$ cat src/rtl/ip_s_axis_mm2s_rd.sv
// Single-burst MM2S read path.
// Accepts one read request, issues one DataMover MM2S command, and forwards
// the returned stream to the user IP through a single registered
// valid/ready stage. It pulses done once the last beat has drained, and
// raises a sticky error if TLAST and the expected burst length disagree.
module ip_s_axis_mm2s_rd #(
  parameter int ADDR_WIDTH           = 32,
  parameter int READ_BURST_LEN       = 8,
  parameter int C_S_AXIS_TDATA_WIDTH = 128
) (
  input  logic                            clk,
  input  logic                            rstn,
  input  logic                            uip2axi_rd_en,
  input  logic [ADDR_WIDTH-1:0]           uip2axi_rd_addr,
  output logic                            axi2uip_rd_busy,
  output logic                            m_axis_mm2s_cmd_tvalid,
  input  logic                            m_axis_mm2s_cmd_tready,
  output logic [ADDR_WIDTH+39:0]          m_axis_mm2s_cmd_tdata,
  input  logic                            s_axis_mm2s_tvalid,
  output logic                            s_axis_mm2s_tready,
  input  logic [C_S_AXIS_TDATA_WIDTH-1:0] s_axis_mm2s_tdata,
  input  logic                            s_axis_mm2s_tlast,
  output logic                            axi2uip_rd_valid,
  input  logic                            axi2uip_rd_ready,
  output logic [C_S_AXIS_TDATA_WIDTH-1:0] axi2uip_rd_data,
  output logic                            axi2uip_rd_done,
  output logic                            axi2uip_rd_err
);

  localparam int BTT   = READ_BURST_LEN * (C_S_AXIS_TDATA_WIDTH / 8);
  localparam int CNT_W = $clog2(READ_BURST_LEN + 1);
  localparam logic [CNT_W-1:0] LAST_CNT = CNT_W'(READ_BURST_LEN - 1);
  localparam logic [22:0]      BTT_FLD  = 23'(BTT);

  typedef enum logic [1:0] {
    IDLE = 2'd0,
    CMD  = 2'd1,
    DATA = 2'd2,
    DONE = 2'd3
  } state_t;

  state_t                          state_reg;
  logic [CNT_W-1:0]                cnt_reg;
  logic [ADDR_WIDTH+39:0]          cmd_reg;
  logic                            rd_valid_reg;
  logic [C_S_AXIS_TDATA_WIDTH-1:0] rd_data_reg;
  logic                            done_reg;
  logic                            err_reg;

  logic beat_acc;
  logic last_cnt;
  logic burst_end;
  logic drain_ok;

  // Input is accepted only in DATA, and only when the output register can take it.
  assign s_axis_mm2s_tready = (state_reg == DATA) && (!rd_valid_reg || axi2uip_rd_ready);
  assign beat_acc           = s_axis_mm2s_tvalid && s_axis_mm2s_tready;
  assign last_cnt           = (cnt_reg == LAST_CNT);
  assign burst_end          = beat_acc && (last_cnt || s_axis_mm2s_tlast);
  assign drain_ok           = !rd_valid_reg || axi2uip_rd_ready;

  assign axi2uip_rd_busy        = (state_reg != IDLE);
  assign m_axis_mm2s_cmd_tvalid = (state_reg == CMD);
  assign m_axis_mm2s_cmd_tdata  = cmd_reg;
  assign axi2uip_rd_valid       = rd_valid_reg;
  assign axi2uip_rd_data        = rd_data_reg;
  assign axi2uip_rd_done        = done_reg;
  assign axi2uip_rd_err         = err_reg;

  // Control FSM: command capture, beat counting, end-of-burst and error detection.
  always_ff @(posedge clk or negedge rstn) begin
    if (!rstn) begin
      state_reg <= IDLE;
      cnt_reg   <= '0;
      cmd_reg   <= '0;
      done_reg  <= 1'b0;
      err_reg   <= 1'b0;
    end else begin
      done_reg <= 1'b0;
      case (state_reg)
        IDLE: begin
          // The done cycle still belongs to the previous burst, so a
          // request arriving alongside the done pulse is dropped.
          if (uip2axi_rd_en && !done_reg) begin
            cmd_reg   <= {4'h0, 4'hB, uip2axi_rd_addr, 1'b0, 1'b1, 6'h00, 1'b1, BTT_FLD};
            err_reg   <= 1'b0;
            cnt_reg   <= '0;
            state_reg <= CMD;
          end
        end
        CMD: begin
          if (m_axis_mm2s_cmd_tready) begin
            state_reg <= DATA;
          end
        end
        DATA: begin
          if (beat_acc) begin
            cnt_reg <= cnt_reg + 1'b1;
            if (burst_end) begin
              state_reg <= DONE;
              if (last_cnt != s_axis_mm2s_tlast) begin
                err_reg <= 1'b1;
              end
            end
          end
        end
        DONE: begin
          if (drain_ok) begin
            done_reg  <= 1'b1;
            state_reg <= IDLE;
          end
        end
        default: state_reg <= IDLE;
      endcase
    end
  end

  // Output register: load on an accepted beat, otherwise clear once consumed.
  always_ff @(posedge clk or negedge rstn) begin
    if (!rstn) begin
      rd_valid_reg <= 1'b0;
      rd_data_reg  <= '0;
    end else if (beat_acc) begin
      rd_valid_reg <= 1'b1;
      rd_data_reg  <= s_axis_mm2s_tdata;
    end else if (axi2uip_rd_ready) begin
      rd_valid_reg <= 1'b0;
    end
  end

endmodule

$ cat config.mk
export PLATFORM = sky130hd
export DESIGN_NAME = ip_s_axis_mm2s_rd
export DESIGN_NICKNAME = d
export VERILOG_FILES = /design/src/rtl/ip_s_axis_mm2s_rd.sv
export SDC_FILE = /design/constraint.sdc
export NUM_CORES = 1
export LEC_CHECK = 0
export CAP_MARGIN = 20
export CORE_AREA = 2 2 144 146
export DETAILED_ROUTE_END_ITERATION = 7
export DIE_AREA = 0 0 146 148
export PLACE_DENSITY = 0.7
export REMOVE_ABC_BUFFERS = 1
export SLEW_MARGIN = 25
export SYNTH_ARGS = -nofsm -noshare
export SYNTH_HDL_FRONTEND = slang
export SYNTH_SLANG_ARGS = --single-unit
$ cat constraint.sdc
create_clock -name clk -period 1.8 [get_ports clk]
set_input_delay 0.36 -clock clk [delete_from_list [all_inputs] [get_ports clk]]
set_output_delay 0.36 -clock clk [all_outputs]
set_load 0.1 [all_outputs]
==> key figures <==
Timing
  – Tcrit/Tclk final: 99.5%
  – Final setup vio count: 0
  – Achievable Freq: 558 MHz
  – PnR worst setup slack: 0.00926 ns
  – Worst-Margin Slew: 0.581 ns
  – RSZ-0062 raised after global routing: true
  – Hold Vio Cnt, Final: 0
  – Slew Limit Fails: 0
  – Min Tclk post-route: 1.79 ns
  – Setup Skew: between 0.008 and 0.009 ns
  – Hold Worst Slack: 0.437 ns
  – Setup TNS: 0 ns
  – Max_slew headroom: 61.3%

Clocking
  – Clock Path Buffers: 2
  – Clock Sinks: 170
  – Root buf cell: clkbuf_16
  – Clock transition at path regs: ~0.070 ns
  – TritonCTS clock tree: built
  – Skew-Pair Late Insertion Delay: ~0.42 ns
  – CTS HTree Levels: 4
  – CTS Buf Count: 17

Logic synthesis
  – Synth Register Bits: 170
  – Synth Flop Type: dfrtp_1
  – Syn avg cell area: between 9 and 10 sq um
  – Area leader, netlist: dfrtp_1
  – Commonest cells in the netlist: nand2_1 (389), dfrtp_1 (170), buf_4 (39)
  – Dominant cell by count in the synthesized netlist: nand2_1
  – Post-synth EDFFs: 0
  – Mapped Area: ~0.007 sq mm
  – Fraction of registers with async set/reset: 100%
  – Register area share after synthesis: 60.5%
  – Synth warn: 0
  – Area contributors post-synth: dfrtp_1 (60%), nand2_1 (21%), mux2_4 (6.0%)
  – Synth top area share: 60.5%
  – Yosys cell types: 33
  – Cells after synthesis: ~720

Final layout
  – Area delta synth->final: 87.3%
  – Nets@finish: 1242
  – Max FFs per register: 128
  – Final Non-Filler Cells: 1354
  – Fillers: 1509
  – Share of post-route cells with drive strength above 1: around a quarter

Worst setup path
  – Crit-path max FO: 3
  – Slowest CP cell: dfrtp_1
  – Crit-path cells: buf_6 > ha_4 > and2_4 > buf_12
  – Crit Path Class: reg -> out
  – Largest delay contributor family on the critical path: flip-flops
  – WP data arrival: 1.43 ns
  – Startpoint Class: register
  – Crit path largest cell delay: 0.42 ns
  – Worst setup EP type: output pin
  – Req. time, crit path: around 1.4 ns
  – Worst path bufs/invs: 2

Global route
  – Met1 usage: 23.4%
  – Vias in the first global route: approximately 6300
  – Grt met3 use: under 10%
  – M2 GR Usage: 35.4%
  – Global-route wire length before repair: around 34 mm
  – Busiest grt layer: met2
  – GRT Total Usage: 20.3%
  – Gr ovfl total: 0
  – Initial antenna violation count: 2
  – Pin count of the biggest net entering global routing: 41

Status
  – Outcome: finished, final reports clean

Min path
  – Min-delay worst type: in -> async

Placement
  – GPL Wtd Cong: 0.785
  – I/O Buffers: 338
  – Hpwl dp: ~17 mm
  – Placed cells: 1314
  – Pre-CTS setup slack: -0.111 ns

Routing
  – DRT antenna net count: 0
  – Via/cell ratio: 4.43
  – Residual DRC: 0
  – WL per Instance: approximately 16 um
  – DRT Wirelength: roughly 22 mm
  – DRT Pass-1 Iters: 5
  – Vias: 6003
  – Drt initial violations: 278

Floorplanning
  – Chip width: between 100 and 150 um
  – Initial Util: 35.1%
  – Die height: roughly 150 um
  – FP Rows: 52
  – I/O Pins: 373
  – Full die area: ~0.022 sq mm
  – Core ar.: between 0.02 and 0.025 sq mm

Job
  – Maxcap violations: 0
-- what timing repair did --
action | CTS | global route
setup endpoints to repair | 2 | 3
resized for setup | 7 | 3
buffers inserted | 5 | 1
pin swaps | 2 | 1
hold buffers | 1 | 0
hold endpoints to repair | 30 | 0
-- worst register-to-register path: cells and delay by family (launching register included) --
kind	cells	cell delay [ns]
muxes	1	0.34
adders and majority gates	1	0.16
DFF	1	0.42
and+or+nand+nor	1	0.32
buffers and inverters	3	0.37
-- final timing paths --
path                       slack (ns)  cells after the start                              from                               endpoint
max                             0.009                      4          state_reg[1]$_DFFE_PN0P_                     s_axis_mm2s_tready
min                              0.44                      2                              rstn  m_axis_mm2s_cmd_tdata[41]$_DFFE_PN0P_
max reg2reg                      0.07                      6          state_reg[1]$_DFFE_PN0P_  m_axis_mm2s_cmd_tdata[52]$_DFFE_PN0P_
min reg2reg                      0.54                      2  axi2uip_rd_data[107]$_DFFE_PN0P_       axi2uip_rd_data[107]$_DFFE_PN0P_
max in group asynchronous        0.74                      3                              rstn        axi2uip_rd_data[48]$_DFFE_PN0P_
min in group clk                 0.47                      3             s_axis_mm2s_tdata[56]        axi2uip_rd_data[56]$_DFFE_PN0P_
-- through the flow --
step,utilization [%],area [sq um]
after floorplan,-,6680
after global placement,62.4,12500
after detailed placement,62.4,12500
after CTS,65.7,13200
after global routing,65.7,13200
final,65.7,13200
-- routing by layer --
metal	vias up	part of all wire (%)	wire, um
met1	2850	38	8290
met5	-	0	0
met4	0	3.0	654
met3	38	7.3	1590
li1	2852	-	-
met2	263	51	11100
-- layout make-up --
type	count	area (sq um)	share of cell area [%]
multi-input combinational	504	2460	18.6
clock inverter	13	134	1.02
antenna	2	5.00	0.0380
inverter	4	15.0	0.114
sequential	170	4250	32.3
timing repair buffer	372	5530	42.0
clock buffer	19	443	3.36
tap	270	338	2.56
-- cells in the final DEF (no fill, tap or decap), types with 2 or more instances in the layout --
cell type and instances:
clkinv_4 2, nand2b_4 2, nor2b_1 2, ha_1 4, nor2_1 2, inv_6 5
mux2_2 5, nand2b_1 3, a21oi_1 3, buf_12 185, mux2_4 28, inv_8 2
inv_2 3, dfrtp_1 170, o21ai_0 4, clkinvlp_4 2, and2_1 2, clkdlybuf4s50_1 165
clkbuf_16 17, buf_4 19, diode_2 2, nand3_1 8, conb_1 34, or4b_1 2
nand2_1 389, ha_4 2, nand3b_1 2, buf_6 2
-- cell families (layout without fill, tap and decap cells) --
kind of cell,after synthesis,after routing,share of synthesized area [%]
simple gates,418,418,23.5
fa+ha+maj,6,6,1.07
mux,34,34,6.92
compound gates,12,12,1.01
other cells,1,36,0.0533
flops,170,170,60.5
buf+inv,76,408,7.01
Power is not shown: default switching activity piles up to over one toggle a cycle in this logic, so the estimate is an artifact.
